`src/rtl/sort_pkg.sv`:
```
// Shared types and defaults for the sequential bubble sorter.
package sort_pkg;

    typedef enum logic [1:0] {
        LOAD,
        SORT,
        DRAIN
    } state_t;

    localparam int SORT_N = 4;
    localparam int SORT_W = 8;

    function automatic int idx_w(input int n);
        return $clog2(n);
    endfunction

endpackage

```
`src/rtl/mag_cmp.sv`:
```
// Unsigned W-bit magnitude comparator; exactly one of eq/lt/gt is high.
module mag_cmp #(
    parameter int W = 8
) (
    input  logic [W-1:0] a,
    input  logic [W-1:0] b,
    output logic         eq,
    output logic         lt,
    output logic         gt
);

    assign eq = (a == b);
    assign lt = (a < b);
    assign gt = !eq && !lt;

endmodule

```
`src/rtl/sort_ctrl.sv`:
```
// Loads N words, bubble-sorts them with one shared comparator
// (one compare-and-swap per clock), then streams them out ascending.
module sort_ctrl
    import sort_pkg::*;
#(
    parameter int N = SORT_N,
    parameter int W = SORT_W
) (
    input  logic         clk,
    input  logic         rst_n,
    input  logic         in_valid,
    output logic         in_ready,
    input  logic [W-1:0] in_data,
    output logic         out_valid,
    input  logic         out_ready,
    output logic [W-1:0] out_data,
    output logic         out_last,
    output logic         busy
);

    localparam int IW = idx_w(N);
    localparam logic [IW-1:0] LAST = IW'(N - 1);
    localparam logic [IW-1:0] PMAX = IW'(N - 2);
    localparam logic [IW-1:0] ONE  = IW'(1);

    state_t state_q, state_d;

    logic [W-1:0]  data_q [N];
    logic [IW-1:0] wr_idx, rd_idx, p, j;
    logic [IW-1:0] j_nx, j_end;
    logic [W-1:0]  op_a, op_b;
    logic          cmp_eq, cmp_lt, cmp_gt;
    logic          swap, accept, out_hs;

    assign j_nx  = j + ONE;
    assign j_end = PMAX - p;
    assign op_a  = data_q[j];
    assign op_b  = data_q[j_nx];

    mag_cmp #(.W(W)) u_cmp (
        .a  (op_a),
        .b  (op_b),
        .eq (cmp_eq),
        .lt (cmp_lt),
        .gt (cmp_gt)
    );

    // Ties never swap, which keeps equal values in arrival order.
    assign swap = ({cmp_gt, cmp_eq, cmp_lt} == 3'b100);

    assign in_ready  = (state_q == LOAD);
    assign busy      = !in_ready;
    assign out_valid = (state_q == DRAIN);
    assign out_last  = out_valid && (rd_idx == LAST);
    assign out_data  = out_valid ? data_q[rd_idx] : '0;
    assign accept    = in_valid && in_ready;
    assign out_hs    = out_valid && out_ready;

    always_comb begin
        state_d = state_q;
        unique case (state_q)
            LOAD:  if (accept && wr_idx == LAST) state_d = SORT;
            // The final pass holds a single pair, so p alone marks the last step.
            SORT:  if (p == PMAX) state_d = DRAIN;
            DRAIN: if (out_hs && rd_idx == LAST) state_d = LOAD;
            default: state_d = LOAD;
        endcase
    end

    always_ff @(posedge clk or negedge rst_n) begin
        if (!rst_n) begin
            state_q <= LOAD;
            wr_idx  <= '0;
            rd_idx  <= '0;
            p       <= '0;
            j       <= '0;
            for (int i = 0; i < N; i++) data_q[i] <= '0;
        end else begin
            state_q <= state_d;
            unique case (state_q)
                LOAD: begin
                    if (accept) begin
                        data_q[wr_idx] <= in_data;
                        wr_idx <= (wr_idx == LAST) ? '0 : wr_idx + ONE;
                    end
                end
                SORT: begin
                    if (swap) begin
                        data_q[j]    <= op_b;
                        data_q[j_nx] <= op_a;
                    end
                    if (j == j_end) begin
                        j <= '0;
                        p <= (p == PMAX) ? '0 : p + ONE;
                    end else begin
                        j <= j_nx;
                    end
                end
                DRAIN: begin
                    if (out_hs) rd_idx <= (rd_idx == LAST) ? '0 : rd_idx + ONE;
                end
                default: ;
            endcase
        end
    end

endmodule

```
`config.mk`:
```
export PLATFORM = sky130hd
export DESIGN_NAME = sort_ctrl
export DESIGN_NICKNAME = d
export VERILOG_FILES = /design/src/rtl/sort_pkg.sv /design/src/rtl/mag_cmp.sv /design/src/rtl/sort_ctrl.sv
export SDC_FILE = /design/constraint.sdc
export NUM_CORES = 1
export LEC_CHECK = 0
export ABC_AREA = 1
export BUFFER_PORTS_ARGS = -buffer_cell sky130_fd_sc_hd__buf_2
export CAP_MARGIN = 20
export CORE_MARGIN = 3
export CORE_UTILIZATION = 55
export DETAILED_ROUTE_END_ITERATION = 16
export HOLD_SLACK_MARGIN = 0.1
export MAX_ROUTING_LAYER = met4
export PLACE_DENSITY_LB_ADDON = 0.15
export SYNTH_ARGS = -nofsm -noshare
export SYNTH_HDL_FRONTEND = slang
export SYNTH_HIERARCHICAL = 1
export SYNTH_SLANG_ARGS = --single-unit
```
`constraint.sdc`:
```
create_clock -name clk -period 4.05 [get_ports clk]
set_input_delay 0.2025 -clock clk [delete_from_list [all_inputs] [get_ports clk]]
set_output_delay 0.2025 -clock clk [all_outputs]
set_load 0.005 [all_outputs]
```
==> metrics.md <==
| Metric | Value |
|---|---|
| Status | completed |
| Syn avg cell area | 6.63 um2 |
| DR WL/cell | 17.8 um |
| Via density | 5.68 |
| Most Crowded Layer GR | met2 |
| # rows | 31 |
| Setup TNS | 0 ns |
| Iteration-0 DRC Markers | 386 |
| Via count | 4223 |
| Fin. Hold Viols | 0 |
| Vias in the first global route | 3904 |
| Post-synth top flop | dfrtp_1 |
| Port bufs | 23 |
| Seq/Total Area, Yosys | 0.252 |
| Post-synthesis simple-gate area fraction | 0.470 |
| Crit Reg-Reg Startpoint | j[1] |
| Die area | 8650 um2 |
| XOR/XNOR share of the synthesized area | 0.00210 |
| Initial antenna violation count | 0 |
| Met2 Use GR | 0.511 |
| Main combinational cell family by area after synthesis | simple AND/OR/NAND/NOR gates |
| Area of the mapped netlist | 4160 um2 |
| Most common cell in the synthesized netlist | nand2_1 |
| Global-route usage over all layers | 0.327 |
| Worst hold path class | in2reg |
| Root buffer cell | clkbuf_8 |
| FF+latch count, synth | 42 |
| Syn Nets | 664 |
| WS Path Type | reg2reg |
| Max Slew Vio Count | 0 |
| CP Data Arrival Time | 3.39 ns |
| Area share of the largest cell type after synthesis | 0.252 |
| Cts repair resizes | 0 |
| Proportion of layout cells with a drive suffix above 1 | 0.194 |
| Complex-gate fraction of the synthesized area | 0.125 |
| Yosys cell types | 30 |
| Antenna Nets Post-Route | 0 |
| Post CTS Setup Buffer Count | 0 |
| Final HPWL DP | 9370 um |
| Slew margin rel. | 0.313 |
| Hold_sp | out_ready |
| Clock skew | 0.0128 ns |
| Mux contribution to synthesized area | 0 |
| Post-synthesis adder-cell area fraction | 0.0721 |
| Routed wire length | 13200 um |
| Warnings, synthesis | 6 |
| Initial core utilization | 0.571 |
| CTS buffer count | 5 |
| Min cycle time layout | 3.21 ns |
| Die Wd | 93.0 um |
| CTS max path bufs | 2 |
| Unrepaired setup endpoints after global routing | false |
| Period Utilization, post-route | 0.792 |
| Top cells by area, synth | dfrtp_1 25%, nand2_1 13%, nand3_1 12% |
| Data required, critical path | 4.24 ns |
| # H-tree levels | 2 |
| Worst-path fanout max | 13 |
| Area growth syn-to-layout | 6.37% |
| Leading cell types by count after synthesis | 143 x nand2_1, 119 x nor2_1, 102 x nand3_1, 42 x dfrtp_1, 33 x a21oi_2 |
| Met3 Track Usage GR | 0.0362 |
| Die Y | 93.0 um |
| TritonCTS clock tree | done |
| First-pass GRT wire length | 21100 um |
| Pin count of the biggest net entering global routing | 43 |
| Measured slew at the worst slew-check pin | 1.03 ns |
| Nets | 679 |
| Gate Count Post-Synth | 628 |
| Async SR Flop Fraction | 1.00 |
| Ports | 24 |
| Critical path endpoint category | flop |
| GRT overflow | 0 |
| Clk_lat worst skew | 0.31 ns |
| Crit path from | j[1] |
| Leading area contributor after synthesis | dfrtp_1 |
| Diodes inserted | 0 |
| Core footprint | 7290 um2 |
| # clock sinks | 42 |
| Peak Freq | 312 MHz |
| RePlAce Congestion | 1.00 |
| Number of flops mapped to enable cells by yosys | 0 |
| CTS clk-pin slew, worst paths | 0.10 ns |
| MaxCap Viol Count | 0 |
| Pre-Repair DR Iteration Count | 6 |
| Crit path launch type | flop |
| # DRC | 0 |
| Setup-failing EPs final | 0 |
| Met1 Use GR | 0.426 |
## final cells by class
| cell class | instances | area (um2) |
|---|---|---|
| clock buffers | 5 | 68.8 |
| clock inverters | 3 | 23.8 |
| fillers | 754 | 2860 |
| inverters | 44 | 210 |
| multi-input cells | 521 | 2790 |
| flip-flops and latches | 42 | 1050 |
| well taps | 99 | 124 |
| repair buffers | 29 | 163 |
## placed cells by master (no fill, tap or decap)
cell / n
inv_1: 32
clkinv_1: 1
o22ai_1: 1
nand3_2: 1
ha_1: 24
xor2_1: 1
a21oi_1: 10
a21oi_2: 33
dfrtp_1: 42
dlygate4sd3_1: 1
o21ai_0: 25
nand2_2: 2
nor2_1: 119
nand2_4: 5
inv_4: 1
and2_1: 17
o21ai_2: 3
clkinvlp_4: 2
clkinv_8: 3
inv_6: 1
nand2_8: 5
clkinv_4: 1
a21o_1: 1
o21ai_4: 1
nand3_1: 102
inv_2: 6
nand2_1: 143
nor3_2: 1
clkbuf_8: 5
buf_2: 23
buf_4: 5
nor2_2: 27
## timing repair
item,CTS,global route
endpoints found under the hold margin,17,0
hold buffers,1,0
setup endpoints to repair,0,0
## cell families after synthesis
| kind of cell | after synthesis |
|---|---|
| fa+ha+maj | 24 |
| flops | 42 |
| buf+inv | 65 |
| xor+xnor | 1 |
| compound gates | 74 |
| simple gates | 422 |
## per-layer routing
metal	routed length (um)	part of all wire	vias up
li1	-	-	2050
met1	5530	0.42	1942
met2	6120	0.46	182
met3	900	0.068	49
met4	703	0.053	0
met5	0	0	-
## worst max-delay path, cell delays in order, from the launching register on
cell	delay [ns]
dfrtp_1	0.40
inv_2	0.20
ha_1	0.29
inv_1	0.26
nand3_1	0.23
and2_1	0.22
ha_1	0.17
inv_1	0.05
nand2_1	0.04
nand2_1	0.05
nand2_1	0.04
nand2_1	0.06
nand2_1	0.06
and2_1	0.13
nor2_1	0.10
nand3_2	0.13
nand2_8	0.18
nand2_8	0.10
nor2_1	0.25
a21oi_2	0.09
## path summary, 6_finish.rpt
kind	end	slack, ns	depth (start not counted)
max	data_q[5]	0.84	19
min	state_q[1]	0.23	4
max reg2reg	data_q[5]	0.84	19
min reg2reg	data_q[3]	0.59	2
max in group asynchronous	data_q[20]	2.80	2
min in group asynchronous	data_q[25]	0.61	2
## registers in the layout (all words and copies together) (netlist names)
register / cells
data_q: 32
j: 2
p: 2
rd_idx: 2
state_q: 2
wr_idx: 2
## through the flow
step                cells  hold slack, ns   util  cell area, um2  setup WS [ns]
CTS                   743           0.223  0.607            4430          0.889
detailed placement    734           0.431  0.593            4330          0.917
floorplan             628         -0.0931      -            4160          0.986
global route          743           0.268  0.607            4430          0.569
finish                743           0.228  0.607            4430          0.843
global placement      734           0.432  0.593            4330          0.959
Power is left out: the tool's default activity adds up to more than one toggle a clock period on the data nets, which glitch-free logic cannot reach.
